`config.mk`:
```
export PLATFORM = sky130hd
export DESIGN_NAME = jzjpcc_decode_ct
export DESIGN_NICKNAME = d
export VERILOG_FILES = /design/src/rtl/jzjpcc_decode_ct.sv
export SDC_FILE = /design/constraint.sdc
export NUM_CORES = 1
export LEC_CHECK = 0
export CORE_ASPECT_RATIO = 1.2
export CORE_MARGIN = 2
export CORE_UTILIZATION = 42
export CTS_CLUSTER_SIZE = 8
export DETAILED_ROUTE_END_ITERATION = 16
export GPL_TIMING_DRIVEN = 0
export PLACE_DENSITY = 0.8
export SETUP_SLACK_MARGIN = 0.15
export SLEW_MARGIN = 20
export SYNTH_ARGS = -nofsm -noshare
export SYNTH_HDL_FRONTEND = slang
export SYNTH_SLANG_ARGS = --single-unit
export TNS_END_PERCENT = 20
```
`constraint.sdc`:
```
create_clock -name clock -period 5.15 [get_ports clock]
set_input_delay 1.03 -clock clock [delete_from_list [all_inputs] [get_ports clock]]
set_output_delay 1.03 -clock clock [all_outputs]
set_load 0.005 [all_outputs]
```
`src/rtl/jzjpcc_decode_ct.sv`:
```
// rtl/jzjpcc_decode_ct.sv - decode-stage control-transfer resolution and hazard stall unit
//
// Purpose: resolves JAL, JALR and conditional branches in decode. Drives the
//          PC redirect, fetch/decode stalls and decode/execute flushes that
//          fetch obeys on the next posedge. Stalls on register-operand hazards
//          that the in-decode branch comparison cannot forward around.
// Optional feature: define JZJPCC_CT_STATS_EN to add ctTakenCount/ctStallCount.
// Ports:
//   clock, reset                      sole clock, synchronous active-high reset
//   instruction_decode                decode-slot instruction, byte-swapped (big endian)
//   currentPC_decode                  word address of the decode-slot instruction
//   rs1Data_decode, rs2Data_decode    forwarded register operands
//   rdExecute, regWriteExecute        execute-stage destination and write enable
//   rdMemory, memReadMemory           memory-stage destination and load flag
//   pcCTWriteEnable                   fetch latches controlTransferNewPC
//   controlTransferNewPC              redirect target word address
//   linkPC_decode                     currentPC_decode + 1 (return address)
//   stall_fetch, stall_decode         hold fetch PC / decode registers
//   flush_execute, flush_decode       inject bubble into execute / decode
//   ctMisaligned                      sticky: taken transfer with target bit 1 set
//   ctTakenCount, ctStallCount        (JZJPCC_CT_STATS_EN only) event counters

module jzjpcc_decode_ct (
    input  logic        clock,
    input  logic        reset,
    input  logic [31:0] instruction_decode,
    input  logic [31:2] currentPC_decode,
    input  logic [31:0] rs1Data_decode,
    input  logic [31:0] rs2Data_decode,
    input  logic [4:0]  rdExecute,
    input  logic        regWriteExecute,
    input  logic [4:0]  rdMemory,
    input  logic        memReadMemory,
    output logic        pcCTWriteEnable,
    output logic [31:2] controlTransferNewPC,
    output logic [31:2] linkPC_decode,
    output logic        stall_fetch,
    output logic        stall_decode,
    output logic        flush_execute,
    output logic        flush_decode,
    output logic        ctMisaligned
`ifdef JZJPCC_CT_STATS_EN
    ,
    output logic [31:0] ctTakenCount,
    output logic [31:0] ctStallCount
`endif
);

    typedef enum logic {
        ST_RUN    = 1'b0,
        ST_SHADOW = 1'b1
    } state_t;

    state_t      state_q, state_d;
    logic        ct_misaligned_q, ct_misaligned_d;

    logic [31:0] insn;
    logic [6:0]  opcode;
    logic [2:0]  funct3;
    logic [4:0]  rs1_idx, rs2_idx;
    logic        is_jal, is_jalr, is_branch;
    logic [31:0] imm_i, imm_b, imm_j;
    logic [31:0] pc_byte;
    logic [31:0] target;
    logic        branch_cond;
    logic        taken;
    logic        rs1_conflict, rs2_conflict, hazard;

    // A register conflicts when a not-yet-available producer targets it;
    // x0 never conflicts since it is hardwired.
    function automatic logic reg_conflict(input logic [4:0] idx,
                                          input logic [4:0] rd_ex, input logic we_ex,
                                          input logic [4:0] rd_mem, input logic ld_mem);
        return (idx != 5'd0) && ((we_ex && (idx == rd_ex)) || (ld_mem && (idx == rd_mem)));
    endfunction

    // Decode and target computation
    always_comb begin
        insn      = {instruction_decode[7:0], instruction_decode[15:8],
                     instruction_decode[23:16], instruction_decode[31:24]};
        opcode    = insn[6:0];
        funct3    = insn[14:12];
        rs1_idx   = insn[19:15];
        rs2_idx   = insn[24:20];
        is_jal    = (opcode == 7'b1101111);
        is_jalr   = (opcode == 7'b1100111) && (funct3 == 3'b000);
        is_branch = (opcode == 7'b1100011);

        imm_i = {{20{insn[31]}}, insn[31:20]};
        imm_b = {{20{insn[31]}}, insn[7], insn[30:25], insn[11:8], 1'b0};
        imm_j = {{12{insn[31]}}, insn[19:12], insn[20], insn[30:21], 1'b0};

        pc_byte = {currentPC_decode, 2'b00};

        branch_cond = 1'b0;
        case (funct3)
            3'b000:  branch_cond = (rs1Data_decode == rs2Data_decode);
            3'b001:  branch_cond = (rs1Data_decode != rs2Data_decode);
            3'b100:  branch_cond = ($signed(rs1Data_decode) <  $signed(rs2Data_decode));
            3'b101:  branch_cond = ($signed(rs1Data_decode) >= $signed(rs2Data_decode));
            3'b110:  branch_cond = (rs1Data_decode <  rs2Data_decode);
            3'b111:  branch_cond = (rs1Data_decode >= rs2Data_decode);
            default: branch_cond = 1'b0;
        endcase

        if (is_jalr) begin
            target = (rs1Data_decode + imm_i) & 32'hFFFF_FFFE;
        end else if (is_jal) begin
            target = pc_byte + imm_j;
        end else begin
            target = pc_byte + imm_b;
        end

        taken = is_jal || is_jalr || (is_branch && branch_cond);

        rs1_conflict = (is_branch || is_jalr) &&
                       reg_conflict(rs1_idx, rdExecute, regWriteExecute, rdMemory, memReadMemory);
        rs2_conflict = is_branch &&
                       reg_conflict(rs2_idx, rdExecute, regWriteExecute, rdMemory, memReadMemory);
        hazard       = rs1_conflict || rs2_conflict;
    end

    // Control outputs and next state; priority reset > hazard > redirect > misaligned
    always_comb begin
        pcCTWriteEnable      = 1'b0;
        stall_fetch          = 1'b0;
        stall_decode         = 1'b0;
        flush_execute        = 1'b0;
        flush_decode         = 1'b0;
        controlTransferNewPC = reset ? 30'd0 : target[31:2];
        linkPC_decode        = currentPC_decode + 30'd1;
        state_d              = ST_RUN;
        ct_misaligned_d      = ct_misaligned_q;

        if (reset) begin
            ct_misaligned_d = 1'b0;
        end else if (state_q == ST_RUN) begin
            if (hazard) begin
                stall_fetch   = 1'b1;
                stall_decode  = 1'b1;
                flush_execute = 1'b1;
            end else if (taken && !target[1]) begin
                pcCTWriteEnable = 1'b1;
                flush_decode    = 1'b1;
                state_d         = ST_SHADOW;
            end else if (taken) begin
                ct_misaligned_d = 1'b1;
            end
        end
        // ST_SHADOW: slot holds the flushed bubble, everything stays quiet.
    end

    always_ff @(posedge clock) begin
        if (reset) begin
            state_q         <= ST_RUN;
            ct_misaligned_q <= 1'b0;
        end else begin
            state_q         <= state_d;
            ct_misaligned_q <= ct_misaligned_d;
        end
    end

    assign ctMisaligned = ct_misaligned_q;

`ifdef JZJPCC_CT_STATS_EN
    logic [31:0] taken_count_q, taken_count_d;
    logic [31:0] stall_count_q, stall_count_d;

    always_comb begin
        taken_count_d = taken_count_q + {31'd0, pcCTWriteEnable};
        stall_count_d = stall_count_q + {31'd0, stall_fetch};
    end

    always_ff @(posedge clock) begin
        if (reset) begin
            taken_count_q <= 32'd0;
            stall_count_q <= 32'd0;
        end else begin
            taken_count_q <= taken_count_d;
            stall_count_q <= stall_count_d;
        end
    end

    assign ctTakenCount = taken_count_q;
    assign ctStallCount = stall_count_q;
`endif

endmodule

```
==> impl_metrics.json <==
{
  "ys_warn_count": 0,
  "ff_latch_area_um2": 40.0,
  "worstReg2RegEnd": "state_q$_DFF_P_",
  "synth_top_area_cell": "ha_1",
  "start_kind": "primary input",
  "cp.required_ns": 4.12,
  "die-area_um2": 13500,
  "first_iter_violations": 399,
  "drt-total-wl_mm": 20.1,
  "tightest_slew_ns": 0.674,
  "start_util_pct": 43.4,
  "antenna_found_initial": 0,
  "ys_seq_area_share_pct": 0.755,
  "setup_viol": 18,
  "htree_levels": 1,
  "die_w_um": 107,
  "max-slew-margin-rel_pct": 55.1,
  "cts_hold_buffers": 0,
  "cp-startpoint": "instruction_decode[28]",
  "gp_congestion": 0.941,
  "grt_start_max_net_pins": 35,
  "outcome": "finished with violations",
  "cp-end-kind": "output pin",
  "track_usage_pct": 26.9,
  "fp.dieH_um": 127,
  "path_clk_slew_ns": 0.03,
  "syn_inst": 762,
  "dr.pass1.iters": 5,
  "rsz0062_at_grt": "yes",
  "synth.most_common_cell": "ha_1",
  "routed_via_density": 5.89,
  "tritoncts": "yes",
  "diodes": 0,
  "grt_pass1_wl_mm": 30.4,
  "synth_ff_type": "dfxtp_1",
  "crit_type": "primary input to output pin",
  "critPathMaxFanout": 6,
  "ys_ff_latch": 2,
  "drcViolationCount": 0,
  "endpoint": "controlTransferNewPC[20]",
  "cts_root_buf": "clkbuf_16",
  "p_leak_nw": 3.85,
  "powerDensity_nw_per_um2": 123,
  "dr_total_vias": 6875,
  "hold_viol": 0,
  "whs_ns": 0.486,
  "nFillCells": 989,
  "fin_crit_sh_pct": 110,
  "async_reset_ff_share_pct": 0,
  "synth_top_area_share_pct": 21.7,
  "area_growth_pct": 59.4,
  "clkLatencyLatePin_ns": 0.22,
  "min_from": "ctMisaligned$_SDFFE_PP0P_",
  "core_um2": 12200,
  "fin_crit_ns": 5.65,
  "synthTopCellsByCount": "ha_1, a21oi_1, nor2_1, nand2_1, xnor2_1",
  "ios": 206,
  "r2r_slack_ns": 4.20,
  "rows": 44,
  "reg2regPathDepth": 3,
  "dpl.hpwl_mm": 15.1,
  "yosysUniqueCellTypes": 66,
  "max-vdd-ir-drop_mv": 0.0895,
  "fmaxAchievable_mhz": 177,
  "synth_fp_nets": 996,
  "drive_gt1_share_pct": 17.2,
  "critPathArrivalTime_ns": 4.62,
  "nNetsFinal": 1242,
  "syn_area_per_cell_um2": 6.96,
  "final.setup.worst_slack_ns": -0.498,
  "cts_buffer_depth": 2,
  "synthTopCellsByArea": "ha_1, xnor2_1, xor2_1",
  "overflow": 0,
  "rr_startpoint": "state_q$_DFF_P_",
  "skew_ns": 0.00106,
  "port_buffers": 204,
  "synth_edf_count": 0,
  "drv_slew": 0,
  "hp-class": "flip-flop to flip-flop",
  "syn_area_um2": 5300,
  "tns_ns": -2.84,
  "grt_pass1_vias": 6612,
  "multi_input_area_um2": 5580,
  "cts_buffers": 3,
  "failed_checks": "negative setup slack",
  "p_total_mw": 1.04,
  "ant_nets": 0,
  "max_cap_viol_count": 0,
  "cts.sinks": 2,
  "wire_per_inst_um": 17.2
}
[critical path, cell delays in order]
cell,delay [ns]
buf_6,0.09
nor2b_4,0.08
nand4_1,0.20
nor2_4,0.20
buf_6,0.14
nor2b_1,0.05
buf_4,0.15
a21o_1,0.18
ha_4,0.32
and4_4,0.23
and3_4,0.17
a21o_1,0.16
o21ai_2,0.11
a21oi_2,0.24
buf_4,0.16
buf_6,0.09
a21o_1,0.12
a21oi_2,0.08
or4_4,0.51
o211ai_1,0.15
buf_2,0.17
[stage by stage]
step | area (um^2) | std cells | util (%) | worst slack [ns]
6_report | 8450 | 1167 | 69.1 | -0.498
5_1_grt | 8450 | 1167 | 69.1 | -0.550
4_1_cts | 8100 | 1152 | 66.2 | -0.291
3_5_place_dp | 7560 | 1127 | 61.9 | -1.33
3_3_place_gp | 7570 | 1127 | 61.9 | -1.61
2_1_floorplan | 5320 | 762 | - | 0.140
[cell families after synthesis]
kind of cell | Yosys count | synth area share (%)
AO/OA/AOI/OAI | 237 | 29.6
multiplexers | 11 | 2.19
XOR/XNOR | 93 | 15.4
adder cells (fa/ha/maj) | 94 | 22.5
flip-flops | 2 | 0.755
buffers and inverters | 64 | 5.17
AND/OR/NAND/NOR | 261 | 24.5
[state kept, by name, summed over array words and instances (netlist names)]
signal / cells
ctMisaligned: 1
state_q: 1
[power breakdown]
part           internal [mW]  switching [mW]  total, mW  leakage (nW)
combinational          0.460           0.448      0.908          3.80
sequential            0.0157       0.0000375     0.0157        0.0161
clock                 0.0990          0.0197      0.119        0.0370
total                  0.574           0.468       1.04          3.85
[metal layers]
metal  GRT usage [%]  vias to the layer above  wire length (um)
met5               0                        -                 0
met3            3.47                       80              1350
met4            6.26                        0               752
met1            31.8                     3172              7890
met2            50.8                      318             10100
li1                -                     3305                 -
[final cells by class]
cell class | count | share of cell area [%]
Timing Repair Buffer | 241 | 26.8
Multi-Input combinational cell | 696 | 66.1
Clock buffer | 3 | 0.888
Buffer | 18 | 1.38
Tap cell | 161 | 2.38
Sequential cell | 2 | 0.474
Inverter | 46 | 2.04
[layout by cell type (no fill, tap or decap), types with 6 or more instances in the layout]
cell type / instances
inv_1: 42
clkbuf_1: 9
nand2_1: 60
a21o_1: 48
a21oi_2: 15
buf_2: 13
buf_6: 11
dlygate4sd2_1: 13
xnor2_1: 48
clkdlybuf4s50_1: 160
nand3_1: 25
nor3_1: 14
mux2i_1: 6
xor2_1: 41
nand4_1: 20
nor4_1: 7
and3_1: 10
ha_4: 10
nor2b_1: 11
ha_1: 81
dlymetal6s2s_1: 8
o21ai_0: 21
buf_4: 36
nor2_1: 59
o21a_1: 21
a21oi_1: 56
[how the worst min path moves through the flow]
stage / end / cells after the start
finish: ctMisaligned$_SDFFE_PP0P_ / 2
global route: ctMisaligned$_SDFFE_PP0P_ / 2
CTS: ctMisaligned$_SDFFE_PP0P_ / 2
detailed placement: ctMisaligned$_SDFFE_PP0P_ / 2
global placement: ctMisaligned$_SDFFE_PP0P_ / 2
floorplan: ctMisaligned$_SDFFE_PP0P_ / 2
[timing repair]
action                                  in CTS  in global routing
buffers inserted                            22                 15
endpoints found under the setup margin      33                 36
pin swaps                                   48                 43
resized for setup                          148                 77
No activity file was read; power rests on OpenSTA's default activity.
